$ cat src/rtl/wb_write_queue.sv
// wb_write_queue: in-order register-file writeback queue with one retire per cycle.
// Define WBQ_BYPASS_EN to build the A1/A2 bypass lookup; otherwise hit/byp are tied to zero.
module wb_write_queue #(
    parameter int DEPTH = 4,
    parameter int CW = $clog2(DEPTH + 1)
) (
    input  logic          clk,
    input  logic          rst_n,
    input  logic          in_valid,
    output logic          in_ready,
    input  logic [4:0]    in_addr,
    input  logic [31:0]   in_data,
    input  logic          wb_hold,
    output logic          RegWrite,
    output logic [4:0]    A3,
    output logic [31:0]   WD3,
    input  logic [4:0]    A1,
    input  logic [4:0]    A2,
    output logic          hit1,
    output logic          hit2,
    output logic [31:0]   byp1,
    output logic [31:0]   byp2,
    output logic [CW-1:0] pending
);
    localparam int AW = $clog2(DEPTH);

    logic [4:0]    q_addr [DEPTH];
    logic [31:0]   q_data [DEPTH];
    logic [AW-1:0] head, tail;
    logic          push;

    assign in_ready = pending != CW'(DEPTH);
    // Writes to x0 complete the handshake but are dropped here.
    assign push = in_valid && in_ready && in_addr != 5'd0;
    assign RegWrite = pending != '0 && !wb_hold;
    assign A3 = q_addr[head];
    assign WD3 = q_data[head];

    always_ff @(posedge clk or negedge rst_n) begin
        if (!rst_n) begin
            head <= '0;
            tail <= '0;
            pending <= '0;
            for (int i = 0; i < DEPTH; i++) begin
                q_addr[i] <= '0;
                q_data[i] <= '0;
            end
        end else begin
            if (push) begin
                q_addr[tail] <= in_addr;
                q_data[tail] <= in_data;
                tail <= tail + 1'b1;
            end
            if (RegWrite)
                head <= head + 1'b1;
            pending <= pending + CW'(push) - CW'(RegWrite);
        end
    end

`ifdef WBQ_BYPASS_EN
    // Walk oldest to youngest so the last match left standing is the youngest.
    always_comb begin
        logic [AW-1:0] idx;
        idx = '0;
        hit1 = 1'b0;
        hit2 = 1'b0;
        byp1 = '0;
        byp2 = '0;
        for (int i = 0; i < DEPTH; i++) begin
            idx = head + AW'(i);
            if (CW'(i) < pending && A1 != 5'd0 && q_addr[idx] == A1) begin
                hit1 = 1'b1;
                byp1 = q_data[idx];
            end
            if (CW'(i) < pending && A2 != 5'd0 && q_addr[idx] == A2) begin
                hit2 = 1'b1;
                byp2 = q_data[idx];
            end
        end
    end
`else
    logic unused_a;
    assign unused_a = ^{A1, A2};
    assign hit1 = 1'b0;
    assign hit2 = 1'b0;
    assign byp1 = '0;
    assign byp2 = '0;
`endif
endmodule

$ cat config.mk
export PLATFORM = sky130hd
export DESIGN_NAME = wb_write_queue
export DESIGN_NICKNAME = d
export VERILOG_FILES = /design/src/rtl/wb_write_queue.sv
export SDC_FILE = /design/constraint.sdc
export NUM_CORES = 1
export LEC_CHECK = 0
export CORE_MARGIN = 2
export CORE_UTILIZATION = 35
export CTS_CLUSTER_DIAMETER = 120
export DETAILED_ROUTE_END_ITERATION = 8
export GPL_ROUTABILITY_DRIVEN = 0
export GPL_TIMING_DRIVEN = 0
export SETUP_SLACK_MARGIN = 0.5
export SYNTH_ARGS = -nofsm -noshare
export SYNTH_HDL_FRONTEND = slang
export SYNTH_SLANG_ARGS = --single-unit
$ cat constraint.sdc
create_clock -name clk -period 3 [get_ports clk]
set_input_delay 0.6 -clock clk [delete_from_list [all_inputs] [get_ports clk]]
set_output_delay 0.6 -clock clk [all_outputs]
set_load 0.05 [all_outputs]
==> results of run 1 <==
-- registers in the layout (all words and copies together), names as in the netlist --
signal,flops
pending,3
tail,2
head,2
q_data,128
q_addr,20
-- cells by family (layout without fill, tap and decap cells) --
family                     after synthesis  count (layout)
other                                    1              66
DFF                                    155             155
buffers and inverters                   94             239
AOI/OAI and AO/OA                        5               5
muxes                                  186             186
xor gates and xnor gates                 5               5
and+or+nand+nor                          9               9
adders and majority gates                7               7
-- worst max-delay path, delay by kind of cell (launching register included) --
kind | cells | cell delay [ns]
flip-flops | 1 | 0.39
buffers and inverters | 5 | 0.71
multiplexers | 1 | 0.47
-- worst max path at each step --
stage	to	slack [ns]
after detailed placement	WD3[15]	-0.31
after global placement	pending[1]	-5.11
after global routing	WD3[29]	0.39
final	WD3[29]	0.43
after floorplan	pending[2]	0.53
after CTS	WD3[7]	0.30
-- metrics by stage --
| step | setup TNS [ns] | std cells | hold WS (ns) | utilization, % | power (uW) |
|---|---|---|---|---|---|
| floorplan | 0 | 527 | 0.3044 | - | 8554 |
| global placement | -734.04 | 884 | 0.4833 | 42.15 | 10270 |
| detailed placement | -29.37 | 885 | 0.4917 | 42.28 | 10470 |
| CTS | 0 | 935 | 0.1693 | 46.54 | 12940 |
| global route | 0 | 947 | 0.2006 | 46.96 | 13620 |
| finish | 0 | 947 | 0.1626 | 46.96 | 12950 |
-- routing by layer --
metal  vias up  part of all wire [%]  global-route usage (%)
met5         -                     0                       0
met3        13                   4.0                   3.119
met1      2234                    43                   18.94
met2        95                    52                   25.00
li1       1928                     -                       -
met4         0                   1.0                   4.143
-- final cells by class --
class | instances | area share, %
Clock inverter | 13 | 2.188
Buffer | 86 | 7.588
Multi-Input combinational cell | 278 | 31.44
Sequential cell | 155 | 39.68
Inverter | 8 | 0.3583
Clock buffer | 19 | 4.632
Tap cell | 275 | 3.519
Timing Repair Buffer | 113 | 10.59
-- timing repair --
item,4_1_cts,5_1_grt
pin swaps,2,1
buffers inserted,18,11
resized for setup,179,62
cloned,0,1
setup endpoints to repair,184,31
-- Yosys cell counts --
cell type  count
dfrtp_1      155
nor4_4         1
inv_1          7
conb_1         1
nand2_1        4
buf_2          3
buf_6         12
nor3b_2        1
clkinv_1       1
fa_1           1
clkbuf_1       4
buf_1          1
nor3b_1        1
xor2_1         2
xnor2_1        3
ha_1           6
buf_4         66
mux4_2        37
a211o_2        1
mux2_2       149
a211oi_2       4
nor2_1         1
nor3_1         1
-- where the power goes --
part,switching (uW),internal [uW],leakage (uW)
clock network,853,1530,0.000320
registers,549,3180,0.00184
logic,3760,3080,0.00220
total,5160,7790,0.00436
==> out/summary.txt, run 1 <==
Outcome - finished clean
Initial DRC count - 184
CP Launch Type - register
Register area share after synthesis - 52.76%
Critical Path Sink Type - output pin
Avg Inst Size Synth - 15.91 um^2
Actual slew at the worst max-slew pin - 0.5701 ns
Worst hold-check path type - primary input to async pin
Yosys reg bits - 155
Longest Clk Path Bufs - 2
CTS Hold Buffers Added - 0
Synth top area share - 52.76%
Syn Inst Count - 462
Final instance area - 0.009778 mm^2
PortBufs - 82
Place WS - -0.3136 ns
Critical path required time - 2.40 ns
Worst EP arrival - 1.97 ns
CTS Sinks - 155
Vias/cell - 4.509
Share of cells above drive strength 1 - 56.99%
Starting density of the core - 35.31%
Minimum clock period - 2.571 ns
Final hold violation count - 0
CTS clk-pin slew, worst paths - 0.06 ns
Fmax - 0.3890 GHz
Slowest CP cell - mux4_2
CTS tree - done
Clock insertion delay at the later pin of the skew report - 0.42 ns
VDD IR max - 0.9018 mV
Commonest non-fill, non-tap cell in the layout - dfrtp_1
Die X - 148.9 um
Die Span Y - 148.9 um
Cell repeated most along the worst path - buf_12
Largest family of logic cells by synthesized area - multiplexers
Area of the multi-input gates - 0.003074 mm^2
First-pass GRT wire length - 24,720 um
Post-synthesis xor/xnor area fraction - 0.5956%
Worst reg2reg path startpoint - pending[2]
H-tree lvl count - 4
Post-Route WL - 15,570 um
DRT Pass-1 Iters - 4
Tcrit/Tclk final - 85.69%
Vias in the first global route - 4,543
Dpl hpwl - 10,430 um
Worst Skew - 0.008870 ns
Final WS setup - 0.4292 ns
Multiplexer share of the synthesized area - 34.16%
Drc violations - 0
Commonest non-fill, non-tap cells in the layout - 154 x dfrtp_1, 149 x mux2_2, 88 x buf_4
Die ar. - 0.02218 mm^2
Yosys top cell by area - dfrtp_1
Post-DP Area - 0.008805 mm^2
Netlist Area Pre-Place - 0.007352 mm^2
Grt ovf - 0
Yosys warning total - 0
Routed length per placed instance - 16.44 um
Antenna violations before repair - 0
Max Cap Viol - 0
Adder-Cell Fraction of Synth Area - 1.293%
Dominant cells by area after synthesis - dfrtp_1 53%, mux2_2 23%, mux4_2 11%
PwrDens - 1325 mW/mm^2
NumNets Final - 717
Root buffer cell - clkbuf_16
Setup violators final - 0
RSZ-0062 raised after global routing - yes
Area growth syn-to-layout - 33.00%
GRT Total Usage - 14.66%
Seq. cell area - 0.003880 mm^2
Antenna Cells - 0
Core Box Area - 0.02082 mm^2
Crit-path max FO - 5
Largest net degree at the start of global routing - 97
IO Count - 159
Critical R2R Capture - pending[2]
Relative slew slack - 61.99%
Reg-to-reg setup timing slack - 0.61 ns
Compound-Gate Fraction of Synth Area - 0.8169%
FP Rows - 53
Fillcell total - 1,875
CP Launch Point - head[0]
Slew Viols, Final - 0
Crit path kind - register to output pin
Worst-path cell chain - buf_6 > buf_12 > buf_12 > buf_4 > mux4_2 > buf_8
CTS Buf Count - 17
DRT antenna net count - 0
Number of distinct library cells after synthesis - 23
Static leakage - 0.004359 uW
Max incr delay on CP - 0.47 ns
R2R depth - 10
Via count - 4,270
Simple-gate area share of the yosys netlist - 0.8850%
No activity file was read; power rests on OpenSTA's default activity.
==> inputs of run 2 (changes only) <==
clock period = 2.6 ns   (was 3 ns; I/O delays follow)
==> out/summary.txt, run 2 (synthesis gave the netlist of run 1 again) <==
Outcome - finished clean
Final WS setup - 0.2513 ns
Die ar. - 0.02218 mm^2
Drc violations - 0
DRT antenna net count - 0
Tcrit/Tclk final - 90.33%
Static leakage - 0.004355 uW
Fmax - 0.4258 GHz
Die Span Y - 148.9 um
H-tree lvl count - 4
Critical Path Sink Type - output pin
Starting density of the core - 35.31%
PortBufs - 82
Vias in the first global route - 4,615
CTS Hold Buffers Added - 0
Relative slew slack - 64.43%
Worst EP arrival - 1.83 ns
Biggest registers after layout - q_data x128, q_addr x20, pending x3
Die X - 148.9 um
Crit-path max FO - 10
Initial DRC count - 131
Fillcell total - 1,817
Worst hold-check path type - primary input to async pin
CTS Sinks - 155
Via count - 4,246
VDD IR max - 0.9626 mV
Max incr delay on CP - 0.51 ns
PwrDens - 1531 mW/mm^2
DRT Pass-1 Iters - 4
Post-Layout Cell Count - 947
Root buffer cell - clkbuf_16
Max Cap Viol - 0
RSZ-0062 raised after global routing - yes
Antenna violations before repair - 0
Place WS - -0.6262 ns
Post-Route WL - 15,630 um
CP Launch Type - register
Buf/Inv on CP - 3
Met3 Use GR - 3.578%
FP Rows - 53
Longest Clk Path Bufs - 2
Met2 usage - 25.05%
Dpl hpwl - 10,450 um
First-pass GRT wire length - 24,750 um
Largest delay contributor family on the critical path - multiplexers
Commonest non-fill, non-tap cells in the layout - 151 x dfrtp_1, 149 x mux2_2, 90 x buf_4
Grt ovf - 0
Worst Skew - 0.008068 ns
Crit path kind - register to output pin
Largest register FFs - 128
Core Box Area - 0.02082 mm^2
Largest net degree at the start of global routing - 102
CTS tree - done
Commonest non-fill, non-tap cell in the layout - dfrtp_1
Worst-path cell chain - buf_12 > clkbuf_16 > mux4_2 > buf_6
NumNets Final - 717
Minimum clock period - 2.349 ns
Area growth syn-to-layout - 33.71%
Share of cells above drive strength 1 - 59.08%
GR Util met1 - 18.28%
Slew Viols, Final - 0
Routed length per placed instance - 16.50 um
Vias/cell - 4.484
Clock insertion delay at the later pin of the skew report - 0.41 ns
GRT Total Usage - 14.65%
Final hold violation count - 0
Number of instances in the placed design - 885
Slowest CP cell - mux4_2
Critical path required time - 2.08 ns
Setup violators final - 0
CTS clk-pin slew, worst paths - 0.06 ns
CTS Buf Count - 17
Antenna Cells - 0
Most flop-heavy register - q_data
GR peak layer - met2
IO Count - 159
Actual slew at the worst max-slew pin - 0.5335 ns
==> run 2: cell count changes in the layout (fill, tap and decap cells not counted), sizes merged <==
cell / delta
dlymetal6s2s: -2
clkdlybuf4s50: -4
clkbuf: +1
clkinv: +3
bufinv: -5
buf: +7
==> run 2: final timing paths <==
kind	start	end	slack, ns	depth (start not counted)
setup / recovery	head[0]	WD3[25]	0.25	4
hold / removal	rst_n	q_data[27]	0.05	1
setup reg to reg	pending[2]	pending[2]	0.54	9
hold reg to reg	q_data[7]	q_data[7]	0.50	1
max in group asynchronous	rst_n	head[0]	1.66	2
min in group clk	in_addr[1]	q_addr[1]	0.46	2
==> run 2: cell type report <==
cell class	instances	area, um^2	area share, %
flip-flops and latches	155	3884	39.51
multi-input cells	278	3113	31.67
repair buffers	113	1166	11.86
plain buffers	86	757.0	7.700
clock buffers	21	460.4	4.684
well taps	275	344.1	3.500
clock inverters	11	71.32	0.7255
inverters	8	35.03	0.3564
==> run 2: power breakdown <==
group / leakage [uW] / total [uW] / internal (uW) / switching [uW]
registers: 0.00183 / 4330 / 3670 / 653
clock network: 0.000263 / 2220 / 1260 / 951
logic: 0.00226 / 8510 / 4080 / 4430
total: 0.00435 / 15100 / 9020 / 6030
==> run 2: metal layers <==
metal	wire length [um]	part of all wire (%)
met1	6676	43
met5	0	0
met2	8090	52
met3	679	4.3
met4	181	1.2
==> run 2: through the flow <==
stage	hold WS [ns]	TNS (ns)	util [%]	power (uW)	instance area, um^2
finish	0.05087	0	47.21	15050	9831
floorplan	0.2244	0	-	9917	7650
global placement	0.4833	-825.26	42.33	11880	8815
CTS	0.05760	0	46.00	14550	9578
global route	0.06863	0	47.21	15860	9831
detailed placement	0.4907	-76.17	42.47	12130	8843
==> run 2: what timing repair did <==
item                       in CTS  in global routing
resized for setup             270                 69
setup endpoints to repair     192                 40
cloned                          0                  3
pin swaps                       7                  3
setup buffers                  20                  7
hold endpoints to repair        0                  0
==> inputs of run 3 (changes only) <==
clock period = 3 ns   (was 2.6 ns; I/O delays follow)
==> results of run 3 <==
Final layout, timing and power as in run 1 (identical DEF).
